## config.mk

```make
export PLATFORM = sky130hd
export DESIGN_NAME = reg_file_master
export DESIGN_NICKNAME = d
export VERILOG_FILES = /design/src/rtl/reg_file_master.sv
export SDC_FILE = /design/constraint.sdc
export NUM_CORES = 1
export LEC_CHECK = 0
export ABC_AREA = 1
export ABC_CLOCK_PERIOD_IN_PS = 4500
export CORE_ASPECT_RATIO = 0.75
export CORE_UTILIZATION = 50
export DETAILED_ROUTE_END_ITERATION = 10
export GPL_TIMING_DRIVEN = 1
export PLACE_DENSITY_LB_ADDON = 0.25
export REMOVE_ABC_BUFFERS = 1
export SLEW_MARGIN = 30
export SYNTH_ARGS = -nofsm -noshare
export SYNTH_HDL_FRONTEND = slang
export SYNTH_SLANG_ARGS = --single-unit
```

## constraint.sdc

```tcl
create_clock -name CLK -period 4.5 [get_ports CLK]
set_input_delay 0.45 -clock CLK [delete_from_list [all_inputs] [get_ports CLK]]
set_output_delay 0.45 -clock CLK [all_outputs]
set_load 0.005 [all_outputs]
```

## src/rtl/reg_file_master.sv

```systemverilog
// reg_file_master: host-side controller for an 8-entry register file.
// Turns valid/ready burst commands into RF write/read cycles and read responses.
module reg_file_master #(
    parameter int ADDR_WIDTH = 3,
    parameter int DATA_WIDTH = 16,
    parameter int LEN_WIDTH  = 3
) (
    input  logic                  CLK,
    input  logic                  RST,
    input  logic                  CMD_VALID,
    output logic                  CMD_READY,
    input  logic                  CMD_WRITE,
    input  logic [ADDR_WIDTH-1:0] CMD_ADDR,
    input  logic [LEN_WIDTH-1:0]  CMD_LEN,
    input  logic [DATA_WIDTH-1:0] CMD_WDATA,
    output logic                  RSP_VALID,
    input  logic                  RSP_READY,
    output logic [DATA_WIDTH-1:0] RSP_DATA,
    output logic [ADDR_WIDTH-1:0] RSP_ADDR,
    output logic                  DONE,
    output logic                  BUSY,
    output logic                  RF_WR_EN,
    output logic                  RF_RD_EN,
    output logic [ADDR_WIDTH-1:0] RF_ADDR,
    output logic [DATA_WIDTH-1:0] RF_WR_DATA,
    input  logic [DATA_WIDTH-1:0] RF_RD_DATA
);

    localparam logic [ADDR_WIDTH-1:0] ADDR_ONE = 1;
    localparam logic [LEN_WIDTH-1:0]  LEN_ONE  = 1;

    typedef enum logic [2:0] {
        IDLE,
        WR,
        RD_REQ,
        RD_WAIT,
        RSP
    } state_t;

    state_t state;
    state_t state_nxt;

    logic [ADDR_WIDTH-1:0] addr;
    logic [ADDR_WIDTH-1:0] addr_nxt;
    logic [LEN_WIDTH-1:0]  cnt;
    logic [LEN_WIDTH-1:0]  cnt_nxt;
    logic [DATA_WIDTH-1:0] wdata;
    logic [DATA_WIDTH-1:0] wdata_nxt;

    logic                  rsp_valid_nxt;
    logic [DATA_WIDTH-1:0] rsp_data_nxt;
    logic [ADDR_WIDTH-1:0] rsp_addr_nxt;
    logic                  done_nxt;
    logic                  wr_en_nxt;
    logic                  rd_en_nxt;
    logic [ADDR_WIDTH-1:0] rf_addr_nxt;
    logic [DATA_WIDTH-1:0] rf_wdata_nxt;

    logic accept;
    logic last;
    logic rsp_take;
    logic beat_end;

    assign accept   = (state == IDLE) && CMD_VALID;
    assign last     = (cnt == '0);
    assign rsp_take = (state == RSP) && RSP_READY;
    assign beat_end = (state == WR) || rsp_take;

    assign CMD_READY = (state == IDLE);
    assign BUSY      = (state != IDLE);

    // State and burst bookkeeping registers
    always_ff @(posedge CLK or posedge RST) begin
        if (RST) begin
            state <= IDLE;
            addr  <= '0;
            cnt   <= '0;
            wdata <= '0;
        end else begin
            state <= state_nxt;
            addr  <= addr_nxt;
            cnt   <= cnt_nxt;
            wdata <= wdata_nxt;
        end
    end

    // Next-state decode: writes stream one beat per cycle, reads loop REQ/WAIT/RSP
    always_comb begin
        state_nxt = state;
        unique case (state)
            IDLE: begin
                if (CMD_VALID) begin
                    state_nxt = CMD_WRITE ? WR : RD_REQ;
                end
            end
            WR: begin
                if (last) begin
                    state_nxt = IDLE;
                end
            end
            RD_REQ: begin
                state_nxt = RD_WAIT;
            end
            RD_WAIT: begin
                state_nxt = RSP;
            end
            RSP: begin
                if (RSP_READY) begin
                    state_nxt = last ? IDLE : RD_REQ;
                end
            end
            default: begin
                state_nxt = IDLE;
            end
        endcase
    end

    // Latch the command on accept, then step address and count per finished beat
    always_comb begin
        addr_nxt  = addr;
        cnt_nxt   = cnt;
        wdata_nxt = wdata;
        if (accept) begin
            addr_nxt  = CMD_ADDR;
            cnt_nxt   = CMD_LEN;
            wdata_nxt = CMD_WDATA;
        end else if (beat_end && !last) begin
            addr_nxt = addr + ADDR_ONE;
            cnt_nxt  = cnt - LEN_ONE;
        end
    end

    // Output decode: values the registered outputs take in the next state
    always_comb begin
        wr_en_nxt     = (state_nxt == WR);
        rd_en_nxt     = (state_nxt == RD_REQ);
        rf_addr_nxt   = RF_ADDR;
        rf_wdata_nxt  = RF_WR_DATA;
        rsp_valid_nxt = (state_nxt == RSP);
        rsp_data_nxt  = RSP_DATA;
        rsp_addr_nxt  = RSP_ADDR;
        done_nxt      = (state != IDLE) && (state_nxt == IDLE);
        if (wr_en_nxt || rd_en_nxt) begin
            rf_addr_nxt = addr_nxt;
        end
        if (wr_en_nxt) begin
            rf_wdata_nxt = wdata_nxt;
        end
        if (state == RD_WAIT) begin
            rsp_data_nxt = RF_RD_DATA;
            rsp_addr_nxt = addr;
        end
    end

    // Registered outputs so enables and response fields are glitch-free
    always_ff @(posedge CLK or posedge RST) begin
        if (RST) begin
            RF_WR_EN   <= 1'b0;
            RF_RD_EN   <= 1'b0;
            RF_ADDR    <= '0;
            RF_WR_DATA <= '0;
            RSP_VALID  <= 1'b0;
            RSP_DATA   <= '0;
            RSP_ADDR   <= '0;
            DONE       <= 1'b0;
        end else begin
            RF_WR_EN   <= wr_en_nxt;
            RF_RD_EN   <= rd_en_nxt;
            RF_ADDR    <= rf_addr_nxt;
            RF_WR_DATA <= rf_wdata_nxt;
            RSP_VALID  <= rsp_valid_nxt;
            RSP_DATA   <= rsp_data_nxt;
            RSP_ADDR   <= rsp_addr_nxt;
            DONE       <= done_nxt;
        end
    end

endmodule

```

# Word level (Yosys, flattened, before mapping)
# Cells that the tools add are included.
[classes]
n_addsub = 2
mul = 0
div_mod_pow = 0
magnitude_cmp = 0
n_eq_ne = 7
shifts = 0
n_mux = 11
bitwise = 0
reduce_logical = 12
[op_table]
columns = ["op", "n"]
rows = [
  ["$mux W3", 7],
  ["$mux W16", 1],
  ["$pmux W3 S5", 1],
  ["$eq A3 B2 Y1 const B", 3],
  ["$logic_not A3 Y1", 3],
  ["$eq A3 B1 Y1 const B", 2],
  ["$eq A3 B3 Y1 const B", 2],
  ["$logic_and A1 B1 Y1", 4],
  ["$mux W2", 2],
  ["$add A3 B1 Y3 const B", 1],
  ["$reduce_bool A3 Y1", 1],
  ["$sub A3 B1 Y3 const B", 1],
  ["$logic_or A1 B1 Y1", 2],
  ["$reduce_bool A2 Y1", 1],
  ["$logic_not A1 Y1", 1],
]
[word_totals]
register_bits = 67
latch_bits = 0
ramBits = 0
rom_bits = 0
in_bits = 43
out_inout_bits = 44
wordCells = 44
n_memories = 0

# Depth between registers and ports, before layout
[depth]
word_depth = 6
ltp_mapped = 14
mapped_depth_nobuf = 13

# Worst setup path after synthesis
# OpenSTA, ideal clock, no wires.
[synth_path]
path_type = "reg-to-reg"
start = "register cnt[0]"
end = "register RF_WR_DATA[0]"
arrival_ns = 1.529
required_ns = 4.385
path_slack_ns = 2.856
stages_incl_launch_ff = 15
path_buffers = 1
cell_sequence = "dfrtp_1 > inv_1 > ha_1 > ha_1 > inv_1 > nand2_1 > o21ai_0 > nand2_2 > nand2_2 > nor2_4 > nand2_4 > inv_6 > buf_12 > nand2_2 > nand2_2"
[synth_between]
elab_chain_cells = 5
elab_cells_between_ends = 6
[synth_rtl]
columns = ["item", "line_no", "source"]
rows = [
  ["start, declared", "45", "logic [LEN_WIDTH-1:0] cnt;"],
  ["start signal, assigned", "82", "cnt <= cnt_nxt;"],
  ["$logic_not A3 Y1 *", "65", "assign last = (cnt == '0);"],
  ["$mux W2", "109", "state_nxt = last ? IDLE : RD_REQ;"],
  ["$mux W3", "108", "if (RSP_READY) begin"],
  ["$pmux W3 S5 *", "90", "unique case (state)"],
  ["$eq A3 B1 Y1 *", "135", "wr_en_nxt = (state_nxt == WR);"],
  ["net wr_en_nxt", "54", "logic wr_en_nxt;"],
  ["end signal, assigned", "170", "RF_WR_DATA <= rf_wdata_nxt;"],
  ["end, declared", "25", "output logic [DATA_WIDTH-1:0] RF_WR_DATA,"],
]
# The timed path passes the listed nets; every way through them passes the cells marked *.
# A chain may end at the register's enable or synchronous reset.

# Worst setup path after layout
[layout_path]
start = "register state[0]"
end = "output port CMD_READY"
[layout_between]
elab_chain_cells = 1
[layout_rtl]
columns = ["item", "line_no", "source"]
rows = [
  ["start, declared", "40", "state_t state;"],
  ["start signal, assigned", "80", "state <= state_nxt;"],
  ["$logic_not A3 Y1", "69", "assign CMD_READY = (state == IDLE);"],
  ["end, declared", "11", "output logic CMD_READY,"],
]
# Every way passes these cells.

==> qor.txt <==
CTS H-tree lvls = 3
die width = 88.6 um
Resized Gates After CTS = 0
normalized max-slew margin = 0.519
total clock sinks = 67
RSZ-0062 raised after global routing = no
switching pwr = 0.00103 W
area leader, netlist = dfrtp_1
Fillers = 397
minimum clock period = 2.05 ns
Clock power frac = 0.219
fmax = 0.487 GHz
fin crit share = 0.456
Worst R2R Start = cnt[0]$_DFFE_PP0P_
clk_skew = 0.00826 ns
register share of total power = 0.341
Mean Syn Cell Area = 10.2 um2
hold_sp = wdata[15]$_DFF_PP0_
CTS tree = done
Max Cap Viol = 0
P per Cell Area = 758 nW/um2
height of the chip = 67.0 um
Startpoint Class = register
area delta synth->final = 42.0%
Tot GR Track Use = 0.226
Design Area, Final = 4000 um2
WP data required = 4.05 ns
Crit. Startpoint = state[0]$_DFF_PP0_
Post-synth ARST share = 1.00
I/O pins = 87
Num CTS Buffers = 9
Fin. Hold Viols = 0
largest net degree at the start of global routing = 36
P_int = 0.00200 W
antenna violations before repair = 0
Hold Path Cell Cnt = 2
Setup TNS = 0 ns
CTS root buf = clkbuf_8
Initial Utilization = 0.523
Core Rows = 23
Final Max Tran Viols = 0
Worst EP arrival = 1.60 ns
Final Util = 0.743
vias in the first global route = 2079
area of the multi-input gates = 1010 um2
list of most frequent post-synthesis cells = 103 x nand2_1, 67 x dfrtp_1, 22 x nand2_2, 18 x mux2_2, 13 x inv_1
Core ar. = 5380 um2
critical path endpoint category = output port
layout cells sized above 1 = 0.197
Ys Warns = 0
top-area cell type share of the netlist area = 0.596
most frequent cell after synthesis = nand2_1
Skew-Pair Late Insertion Delay = 0.34 ns
Via Count = 2117
Overflow after GRT = 0
PortBufs = 86
drc violations = 0
RR Endpoint = RF_WR_DATA[9]$_DFFE_PP0N_
DP Area = 3720 um2
mean routed wirelength per cell = 13.2 um
Sw Share = 0.340
post-synthesis sequential area ratio = 0.596
vias per cell = 4.75
Final GP Congestion = 0.801
Worst Hold End = wdata[15]$_DFF_PP0_
first-pass GRT wire length = 9560 um
Setup CP Type = register to output port
ANT nets after route = 0
Final setup viols = 0
cts hold-fix bufs = 0
nets@finish = 412
Post-synth top flop = dfrtp_1
Seq. cell area = 1680 um2
EDFF count, synth = 0
FF-to-FF path depth = 13
Placed Cells = 430
initial drt markers = 84
maximum VDD drop = 0.509 mV
status = finished, final reports clean
Logic pwr share = 0.441
DP HPWL = 4020 um
post-route insts no fill = 446
largest cells by area after synthesis = dfrtp_1 60%, nand2_1 14%, mux2_2 7.2%, nand2_2 4.9%, nand3_1 2.1%
Yosys cell types = 22
number of synthesized register bits = 67
FF-to-FF setup slack = 2.58 ns
CTS clk-pin slew, worst paths = 0.07 ns
Final Routed Wirelength = 5910 um
Post-Syn Instances = 276
router iterations before antenna repair = 5
worst hold slack = 0.482 ns
Least-Margin Pin Slew = 0.721 ns
Setup Buffers After CTS = 0
crit-path max FO = 5
Mapped Area = 2820 um2
static leakage = 1.92 nW
Clock Path Buffers = 2
worst hold-check path type = register to register
# diodes = 0
die area = 5940 um2
cell families (layout without fill, tap and decap cells):
group | count (synthesis) | in the layout | synth area share
buffers and inverters | 25 | 120 | 0.0458
DFF | 67 | 67 | 0.596
muxes | 18 | 18 | 0.0720
and+or+nand+nor | 153 | 153 | 0.253
AOI/OAI and AO/OA | 9 | 9 | 0.0169
adders and majority gates | 3 | 3 | 0.0133
xor gates and xnor gates | 1 | 1 | 0.00311
power groups by stage:
stage	clock (W)	combinational (W)	sequential, W
finish	0.000662	0.00134	0.00103
detailed placement	0	0.00133	0.00104
floorplan	0	0.000741	0.00104
CTS	0.000672	0.00135	0.00103
global route	0.000702	0.00149	0.00106
global placement	0	0.00130	0.00103
cell type report:
| class | instances | share of cell area |
|---|---|---|
| well taps | 75 | 0.0235 |
| clock inverters | 6 | 0.0341 |
| inverters | 17 | 0.0172 |
| repair buffers | 87 | 0.217 |
| multi-input cells | 184 | 0.254 |
| flip-flops and latches | 67 | 0.420 |
| clock buffers | 10 | 0.0344 |
cell usage in the layout, fill, tap and decap left out, drive strengths merged, types with 4 or more instances in the layout:
master,synthesis,routed
dfrtp,67,67
inv,17,17
nor2,4,4
mux2,18,18
clkdlybuf4s50,0,86
nand3,12,12
bufinv,0,4
nand2,128,128
o21ai,8,8
clkbuf,0,10
worst max path at each step:
| stage | to | slack (ns) | cells after the start |
|---|---|---|---|
| 4_1_cts | CMD_READY | 2.43 | 4 |
| 6_report | CMD_READY | 2.45 | 4 |
| 3_3_place_gp | RF_WR_DATA[14]$_DFFE_PP0N_ | 2.56 | 8 |
| 3_5_place_dp | RF_WR_DATA[9]$_DFFE_PP0N_ | 2.52 | 8 |
| 2_1_floorplan | DONE$_DFF_PP0_ | 2.37 | 1 |
| 5_1_grt | RF_WR_DATA[12]$_DFFE_PP0N_ | 2.36 | 13 |
critical path: stages (launching register included):
cell,delay [ns]
dfrtp_1,0.46
nor2_4,0.16
nand2_4,0.07
inv_2,0.07
clkdlybuf4s50_1,0.50
state kept, by name (all words and copies together), names as in the netlist:
register and count:
cnt 3, RSP_DATA 16, RF_WR_EN 1, RF_RD_EN 1, wdata 16, RSP_VALID 1
addr 3, DONE 1, state 3, RF_ADDR 3, RSP_ADDR 3, RF_WR_DATA 16
metrics by stage:
stage          worst slack [ns]  power (W)
2_1_floorplan              2.37    0.00178
3_3_place_gp               2.56    0.00233
3_5_place_dp               2.52    0.00237
4_1_cts                    2.43    0.00306
5_1_grt                    2.36    0.00326
6_report                   2.45    0.00303
routing by layer:
layer  track usage  wire [um]
met4        0.0806        101
met2         0.371       2720
met3        0.0867        388
met5             0          0
met1         0.270       2700
Power figures use the tool's default switching activity.
